**src/rtl/pe_pkg.sv**
```systemverilog
// Shared definitions for the processing-element family.
// Purpose: width helpers and a generic saturate function reused by the
//          MAC cell and by accumulator/bias blocks.
// Contents:
//   prod_w(data_w)        full signed product width (2*data_w)
//   sum_w(data_w, acc_w)  exact sum width: max(prod_w, acc_w) + 1
//   saturate(v, w, en)    range-checks v against a w-bit signed range;
//                         returns {value, ovf}, clamping only when en=1
package pe_pkg;

    // Widest value the saturate helper accepts; callers sign-extend into it.
    localparam int MAX_W = 64;

    typedef struct packed {
        logic [MAX_W-1:0] value;
        logic             ovf;
    } sat_t;

    function automatic int prod_w(input int data_w);
        return 2 * data_w;
    endfunction

    function automatic int sum_w(input int data_w, input int acc_w);
        return ((2 * data_w > acc_w) ? 2 * data_w : acc_w) + 1;
    endfunction

    // Out-of-range is flagged regardless of sat_en. Without clamping the
    // value passes through untouched, so taking its low bits yields the
    // two's-complement wrap.
    function automatic sat_t saturate(input logic signed [MAX_W-1:0] value,
                                      input int width,
                                      input logic sat_en);
        logic signed [MAX_W-1:0] max_v;
        logic signed [MAX_W-1:0] min_v;
        sat_t                    res;
        max_v     = (64'sd1 <<< (width - 1)) - 64'sd1;
        min_v     = -(64'sd1 <<< (width - 1));
        res.value = value;
        res.ovf   = 1'b0;
        if (value > max_v) begin
            res.ovf = 1'b1;
            if (sat_en) res.value = max_v;
        end else if (value < min_v) begin
            res.ovf = 1'b1;
            if (sat_en) res.value = min_v;
        end
        return res;
    endfunction

endpackage

```
**src/rtl/pe_signed_mult.sv**
```systemverilog
// Combinational signed multiplier producing the full-width product.
// Ports:
//   a_i  DATA_W    signed multiplicand
//   b_i  DATA_W    signed multiplier
//   p_o  2*DATA_W  signed product (never truncated)
module pe_signed_mult #(
    parameter int DATA_W = 8
) (
    input  logic signed [DATA_W-1:0]   a_i,
    input  logic signed [DATA_W-1:0]   b_i,
    output logic signed [2*DATA_W-1:0] p_o
);

    // Operands are widened to the product width first, so the multiply is
    // evaluated at full precision.
    assign p_o = (2*DATA_W)'(a_i) * (2*DATA_W)'(b_i);

endmodule

```
**src/rtl/pe_mac_array_cell.sv**
```systemverilog
// Weight-stationary MAC cell for a systolic array.
// Activations pass west->east, partial sums and shadow weights north->south.
// Ports:
//   clk, rst         clock, asynchronous active-high reset
//   en               global advance; 0 freezes everything except ovf_clr
//   act_in/_valid_in activation and MAC qualifier from west
//   psum_in          partial sum from north
//   wt_in/wt_shift   shadow-weight chain input and its shift strobe
//   wt_swap          copy shadow weight into the active weight
//   ovf_clr          clear sticky overflow
//   act_out/_valid   registered activation to east
//   psum_out/_valid  MAC result to south (1+PIPE cycles of latency)
//   wt_out           shadow register, chained to the cell below
//   ovf              sticky overflow
module pe_mac_array_cell
    import pe_pkg::*;
#(
    parameter int DATA_W = 8,
    parameter int ACC_W  = 16,
    parameter int SAT_EN = 1,
    parameter int PIPE   = 0
) (
    input  logic                     clk,
    input  logic                     rst,
    input  logic                     en,
    input  logic signed [DATA_W-1:0] act_in,
    input  logic                     act_valid_in,
    input  logic signed [ACC_W-1:0]  psum_in,
    input  logic signed [DATA_W-1:0] wt_in,
    input  logic                     wt_shift,
    input  logic                     wt_swap,
    input  logic                     ovf_clr,
    output logic signed [DATA_W-1:0] act_out,
    output logic                     act_valid_out,
    output logic signed [ACC_W-1:0]  psum_out,
    output logic                     psum_valid_out,
    output logic signed [DATA_W-1:0] wt_out,
    output logic                     ovf
);

    localparam int PROD_W = prod_w(DATA_W);
    localparam int SUM_W  = sum_w(DATA_W, ACC_W);

    logic signed [DATA_W-1:0] act_q;
    logic                     act_valid_q;
    logic signed [DATA_W-1:0] shadow_q;
    logic signed [DATA_W-1:0] active_q;
    logic signed [ACC_W-1:0]  psum_q;
    logic                     psum_valid_q;
    logic                     ovf_q;

    // The product always uses the weight active at issue time, so a MAC in
    // the swap cycle still sees the old weight.
    logic signed [PROD_W-1:0] prod;

    pe_signed_mult #(
        .DATA_W(DATA_W)
    ) u_mult (
        .a_i(act_in),
        .b_i(active_q),
        .p_o(prod)
    );

    // Operands presented to the add/saturate stage.
    logic signed [PROD_W-1:0] s2_prod;
    logic signed [ACC_W-1:0]  s2_psum;
    logic                     s2_valid;

    generate
        if (PIPE == 1) begin : g_pipe
            logic signed [PROD_W-1:0] prod_q;
            logic signed [ACC_W-1:0]  psum_s1_q;
            logic                     valid_s1_q;

            always_ff @(posedge clk or posedge rst) begin
                if (rst) begin
                    prod_q     <= '0;
                    psum_s1_q  <= '0;
                    valid_s1_q <= 1'b0;
                end else if (en) begin
                    prod_q     <= prod;
                    psum_s1_q  <= psum_in;
                    valid_s1_q <= act_valid_in;
                end
            end

            assign s2_prod  = prod_q;
            assign s2_psum  = psum_s1_q;
            assign s2_valid = valid_s1_q;
        end else begin : g_nopipe
            assign s2_prod  = prod;
            assign s2_psum  = psum_in;
            assign s2_valid = act_valid_in;
        end
    endgenerate

    // Sum is one bit wider than either operand, so it cannot overflow
    // itself; range checking happens on this exact value.
    logic signed [SUM_W-1:0] sum;
    sat_t                    sat_res;
    logic signed [ACC_W-1:0] psum_d;
    logic                    ovf_hit;
    logic                    unused_sat_bits;

    assign sum             = SUM_W'(s2_prod) + SUM_W'(s2_psum);
    assign sat_res         = saturate(MAX_W'(sum), ACC_W, SAT_EN != 0);
    assign psum_d          = sat_res.value[ACC_W-1:0];
    assign ovf_hit         = sat_res.ovf;
    assign unused_sat_bits = ^sat_res.value[MAX_W-1:ACC_W];

    always_ff @(posedge clk or posedge rst) begin
        if (rst) begin
            act_q        <= '0;
            act_valid_q  <= 1'b0;
            shadow_q     <= '0;
            active_q     <= '0;
            psum_q       <= '0;
            psum_valid_q <= 1'b0;
            ovf_q        <= 1'b0;
        end else begin
            if (en) begin
                act_q        <= act_in;
                act_valid_q  <= act_valid_in;
                if (wt_shift) shadow_q <= wt_in;
                // Reads the pre-edge shadow, so shift+swap moves the old
                // shadow into active while wt_in lands in shadow.
                if (wt_swap)  active_q <= shadow_q;
                psum_valid_q <= s2_valid;
                if (s2_valid) psum_q <= psum_d;
            end
            // A new overflow beats a simultaneous clear; clear ignores en.
            if (en && s2_valid && ovf_hit) ovf_q <= 1'b1;
            else if (ovf_clr)              ovf_q <= 1'b0;
        end
    end

    assign act_out        = act_q;
    assign act_valid_out  = act_valid_q;
    assign psum_out       = psum_q;
    assign psum_valid_out = psum_valid_q;
    assign wt_out         = shadow_q;
    assign ovf            = ovf_q;

endmodule

```
**config.mk**
```make
export PLATFORM = sky130hd
export DESIGN_NAME = pe_mac_array_cell
export DESIGN_NICKNAME = d
export VERILOG_FILES = /design/src/rtl/pe_pkg.sv /design/src/rtl/pe_signed_mult.sv /design/src/rtl/pe_mac_array_cell.sv
export SDC_FILE = /design/constraint.sdc
export NUM_CORES = 1
export LEC_CHECK = 0
export CAP_MARGIN = 20
export CORE_ASPECT_RATIO = 1.1
export CORE_MARGIN = 2
export CORE_UTILIZATION = 56
export DETAILED_ROUTE_END_ITERATION = 8
export PLACE_DENSITY = 0.86
export SLEW_MARGIN = 15
export SYNTH_ARGS = -nofsm -noshare
export SYNTH_HDL_FRONTEND = slang
export SYNTH_HIERARCHICAL = 1
export SYNTH_SLANG_ARGS = --single-unit
```
**constraint.sdc**
```tcl
create_clock -name clk -period 7.65 [get_ports clk]
set_clock_uncertainty 0.05 [all_clocks]
set_input_delay 0.765 -clock clk [delete_from_list [all_inputs] [get_ports clk]]
set_output_delay 0.765 -clock clk [all_outputs]
set_load 0.02 [all_outputs]
```
==> out/qor.txt, run 1 <==
status: completed
R2R cell count: 23
worst endpoint required time: 7800 ps
Hold Violations, Final: 0
slowest stage delay, CP: 630 ps
final slew viol count: 0
H-Tree Depth: 2
Vias: 3974
synth warn: 6
normalized max-slew margin: 47.35%
first-pass GRT wire length: 18110 µm
CTS buffer count: 5
later-pin clock latency in the skew report: 310 ps
total grt overflow: 0
Netlist cell types: 54
post-cts gate resize count: 0
Via density: 5.527
layout cells sized above 1: 8.264%
Die ar.: 0.009783 mm²
WL final: 10560 µm
Final Setup Violations: 0
FF-to-FF setup slack: 1180 ps
drt wl/cell: 14.69 µm
crit path max fanout: 21
Core ar.: 0.008828 mm²
hpwl dp: 8530 µm
fmax: 0.1427 GHz
Startpoint Class: input pin
leading cell type in the layout, fill and taps excluded: inv_1
Die Ht: 103.5 µm
worst-path cell chain: clkdlybuf4s50_1, and2_1, fa_1, inv_1, fa_1, inv_1, fa_1, inv_1, fa_1, inv_1, ha_1, a21o_1, a21oi_2, a21boi_1, or4_1, nand3_1, ha_1, o21ai_0, o21ai_0, a211oi_1, a2bb2oi_1, and2_1, a21oi_1, o31ai_1
min-delay src: psum_out[6]$_DFFE_PP0P_
Seq/Total Area, Yosys: 20.84%
vias in the first global route: 4037
port buffer count: 73
GP Congestion: 0.9428
top-level port count: 74
crit path DAT: 7160 ps
most frequent cells in the layout: 93 x inv_1, 73 x clkdlybuf4s50_1, 56 x fa_1
Antenna Nets Post-Route: 0
Final TNS setup: 0 ps
Clock Pin Slew Worst Setup and Hold Paths: 80 ps
Tot GR Track Use: 22.91%
largest net degree at the start of global routing: 43
Reg-to-Reg Start: active_q[4]$_DFFE_PP0P_
hold depth: 2
clock buffer depth: 2
type of element capturing the critical path: flop
# hold bufs at CTS: 0
first drt pass iteration count: 4
die width: 94.49 µm
#FFs+latches synth: 42
final worst path period need: 7010 ps
Post-synth top flop: dfrtp_1
max_cap viols: 0
kind of critical path: in -> reg
Max stage delay cell, worst path: and2_1
post-route clock period utilization: 91.63%
Worst Hold Path EP: psum_out[6]$_DFFE_PP0P_
antenna violations before repair: 0
Post-Synthesis Cells: 529
Clock Tree Root: clkbuf_8
clk sinks: 42
worst reg2reg path endpoint: psum_out[0]$_DFFE_PP0P_
DRC: 0
Initial Util: 57.13%
row cnt: 36
CTS tree: yes
Mapped Avg Cell Area: 9.534 µm²
Post-synth EDFFs: 0
post-synthesis net count: 669
asr flop ratio synth: 100.0%
initial detailed-routing violation count: 133
worst slew pin tran: 787.8 ps
Final #Nets: 744
antenna diode count: 0
RSZ-0062 raised after global routing: no
Min-Delay Path Class: reg -> reg
post-CTS setup buffer count: 0
Area Growth Syn to Fin: 19.50%
mapped cell area: 0.005044 mm²
## critical path: cells and delay by family
family / cells / cell delay (ps)
AO/OA/AOI/OAI: 9 / 1600
AND/OR/NAND/NOR: 4 / 1380
buffers and inverters: 5 / 770
adder cells (fa/ha/maj): 6 / 2630
## worst max-delay path by stage
| stage | from | end | slack (ps) | depth (start not counted) |
|---|---|---|---|---|
| 3_3_place_gp | act_in[4] | psum_out[0]$_DFFE_PP0P_ | 720 | 24 |
| 5_1_grt | act_in[7] | psum_out[0]$_DFFE_PP0P_ | 220 | 24 |
| 3_5_place_dp | act_in[3] | psum_out[2]$_DFFE_PP0P_ | 450 | 24 |
| 6_report | act_in[3] | psum_out[0]$_DFFE_PP0P_ | 640 | 24 |
| 4_1_cts | act_in[3] | psum_out[0]$_DFFE_PP0P_ | 710 | 24 |
| 2_1_floorplan | act_in[0] | psum_out[10]$_DFFE_PP0P_ | 1700 | 22 |
## metal layers
layer | track usage [%] | vias up | share of wire (%)
li1 | - | 1871 | -
met2 | 38.67 | 107 | 52
met1 | 30.58 | 1972 | 41
met3 | 1.964 | 24 | 4.0
met4 | 8.592 | 0 | 2.8
met5 | 0 | - | 0
## state kept, by name, summed over array words and instances, names as in the netlist
register	cells
psum_valid_out	1
active_q	8
act_out	8
ovf	1
psum_out	16
wt_out	8
## final cells by class
type	instances	area (µm²)
Inverter	93	349.1
Sequential cell	42	1051
Clock inverter	3	68.82
Clock buffer	5	68.82
Fill cell	676	2801
Tap cell	114	142.6
Multi-Input combinational cell	387	3601
Timing Repair Buffer	75	745.7
## logic make-up (layout without fill, tap and decap cells)
family | after synthesis | count (layout) | share of synthesized area (%)
adder cells (fa/ha/maj) | 101 | 101 | 33.39
AO/OA/AOI/OAI | 96 | 96 | 12.70
flip-flops | 42 | 42 | 20.84
buffers and inverters | 100 | 176 | 7.765
XOR/XNOR | 25 | 25 | 4.714
multiplexers | 27 | 27 | 6.078
AND/OR/NAND/NOR | 138 | 138 | 14.51
## metrics by stage
step | worst slack (ps) | utilization [%] | instance area [µm²] | instances | hold slack (ps)
floorplan | 1697 | - | 5044 | 529 | 516.7
CTS | 707.0 | 68.27 | 6027 | 719 | 441.6
finish | 640.3 | 68.27 | 6027 | 719 | 442.0
global route | 219.2 | 68.27 | 6027 | 719 | 463.4
detailed placement | 446.3 | 66.71 | 5889 | 711 | 422.4
global placement | 719.9 | 66.71 | 5889 | 711 | 421.0
## cells in the mapped netlist, types with 3 or more instances
cell type / number / area [µm²]
o21ai_0: 12 / 60.06
ha_1: 45 / 563.0
xor2_1: 7 / 61.31
nor2b_1: 10 / 62.56
mux2_2: 25 / 281.5
dfrtp_1: 42 / 1051
nand2_1: 38 / 142.6
nand2b_1: 4 / 25.02
o21a_1: 4 / 30.03
o31ai_1: 4 / 30.03
a211oi_1: 3 / 22.52
nor2_1: 21 / 78.83
nand3_1: 3 / 15.01
o211ai_1: 3 / 22.52
xnor2_1: 17 / 148.9
a21o_1: 6 / 45.04
a21oi_2: 3 / 26.28
o21ai_1: 10 / 50.05
inv_1: 93 / 349.1
a21oi_1: 34 / 170.2
and2_1: 46 / 287.8
fa_1: 56 / 1121
nor3_1: 5 / 25.02
Power of run 1 is left out: the tool's default activity adds up to more than one toggle a clock period on the data nets, which glitch-free logic cannot reach.
==> run 2, diff against run 1 <==
CAP_MARGIN = 40   (was 20)
==> results of run 2 <==
Final layout, timing and power as in run 1 (identical DEF).
Power of run 2 is left out for the same reason.
==> run 3, diff against run 2 <==
CORE_MARGIN = not set   (was 2)
==> out/qor.txt, run 3 (synthesis gave the netlist of run 1 again) <==
status: completed
Final #Nets: 744 (unchanged)
FF-to-FF setup slack: 1060 ps (-120 ps)
port buffer count: 73 (unchanged)
crit path max fanout: 21 (unchanged)
largest net degree at the start of global routing: 43 (unchanged)
Final Non-Filler Cells: 716 (-0.42%)
top-level port count: 74 (unchanged)
post-cts gate resize count: 0 (unchanged)
antenna diode count: 0 (unchanged)
normalized max-slew margin: 47.33% (about the same)
RSZ-0062 raised after global routing: no
later-pin clock latency in the skew report: 300 ps (about the same)
final slew viol count: 0 (unchanged)
# hold bufs at CTS: 0 (unchanged)
CTS tree: yes
max FFs per register: 16 (unchanged)
worst endpoint required time: 7790 ps (about the same)
drt wl/cell: 15.28 µm (+4.0%)
Hold Violations, Final: 0 (unchanged)
first drt pass iteration count: 4 (unchanged)
DRC: 0 (unchanged)
leading cell type in the layout, fill and taps excluded: inv_1
clk sinks: 42 (unchanged)
Final Setup Violations: 0 (unchanged)
total grt overflow: 0 (unchanged)
WL final: 10940 µm (+3.6%)
kind of critical path: in -> reg
Clock Tree Root: clkbuf_8
H-Tree Depth: 2 (unchanged)
Vias: 3908 (-1.7%)
Die ar.: 0.009390 mm² (-4.0%)
crit path DAT: 7230 ps (+70 ps)
initial detailed-routing violation count: 313 (+140%)
Via density: 5.458 (-1.2%)
row cnt: 35 (-2.8%)
post-CTS setup buffer count: 0 (unchanged)
Tot GR Track Use: 24.73% (+1.8 points)
fmax: 0.1412 GHz (-1.1%)
CTS buffer count: 5 (unchanged)
GP Congestion: 0.8617 (-8.6%)
Area Growth Syn to Fin: 18.95%
most frequent cells in the layout: 93 x inv_1, 73 x clkdlybuf4s50_1, 56 x fa_1
layout cells sized above 1: 8.264% (unchanged)
placed cells: 708 (-0.42%)
Die Ht: 101.5 µm (-1.9%)
Antenna Nets Post-Route: 0 (unchanged)
max_cap viols: 0 (unchanged)
vias in the first global route: 4010 (-0.67%)
Startpoint Class: input pin
Initial Util: 59.06% (+1.9 points)
type of element capturing the critical path: flop
final worst path period need: 7084 ps (+74.76 ps)
first-pass GRT wire length: 18330 µm (+1.3%)
hpwl dp: 8797 µm (+3.1%)
post-route clock period utilization: 92.61% (+0.98 points)
Core ar.: 0.008539 mm² (-3.3%)
Clock Pin Slew Worst Setup and Hold Paths: 80 ps (about the same)
antenna violations before repair: 0 (unchanged)
Final TNS setup: 0 ps (unchanged)
clock buffer depth: 2 (unchanged)
Min-Delay Path Class: reg -> reg
worst slew pin tran: 788.2 ps (+0.3937 ps)
die width: 92.49 µm (-2.1%)
==> run 3: stage by stage <==
stage	util (%)	area [µm²]	setup slack, ps	hold slack (ps)
finish	70.26	6000	565.5	444.3
CTS	70.26	6000	644.7	448.5
global route	70.26	6000	164.8	470.4
detailed placement	68.92	5886	369.0	430.0
floorplan	-	5044	1697	516.7
global placement	68.92	5886	693.5	421.1
==> run 3: path summary, 6_finish.rpt <==
check / depth (start not counted) / start / to
worst max-delay path: 23 / act_in[2] / psum_out[2]$_DFFE_PP0P_
worst min-delay path: 2 / psum_out[14]$_DFFE_PP0P_ / psum_out[14]$_DFFE_PP0P_
worst max register to register: 23 / active_q[4]$_DFFE_PP0P_ / psum_out[2]$_DFFE_PP0P_
worst min register to register: 2 / psum_out[14]$_DFFE_PP0P_ / psum_out[14]$_DFFE_PP0P_
max in group asynchronous: 3 / rst / psum_out[6]$_DFFE_PP0P_
min in group asynchronous: 3 / rst / wt_out[1]$_DFFE_PP0P_
==> run 3: final cells by class <==
class / instances / area (µm²)
Timing Repair Buffer: 75 / 745.7
Multi-Input combinational cell: 387 / 3601
Sequential cell: 42 / 1051
Tap cell: 111 / 138.9
Clock inverter: 3 / 45.04
Inverter: 93 / 349.1
Clock buffer: 5 / 68.82
Fill cell: 672 / 2540
==> run 3: worst max-delay path, stage by stage <==
cell	delay (ps)
clkdlybuf4s50_1	690
nand2_1	120
fa_1	500
fa_1	560
inv_1	60
fa_1	560
inv_1	80
fa_1	530
inv_1	40
ha_1	350
a21o_1	210
a21oi_2	210
a21boi_1	130
or4_1	420
nand3_1	100
ha_1	210
o21ai_0	100
o21ai_0	270
a211oi_1	130
a2bb2oi_1	180
and2_1	600
a21oi_1	150
o31ai_1	270
==> run 3: metal layers <==
layer  part of all wire (%)  routed length [µm]  up-vias  track usage (%)
met5                      0                   0        -                0
met3                    3.8                 419       22            2.477
met1                     42                4607     1928            32.34
met4                    2.2                 242        0            9.014
li1                       -                   -     1865                -
met2                     52                5671       93            42.91
Power of run 3 is left out for the same reason.
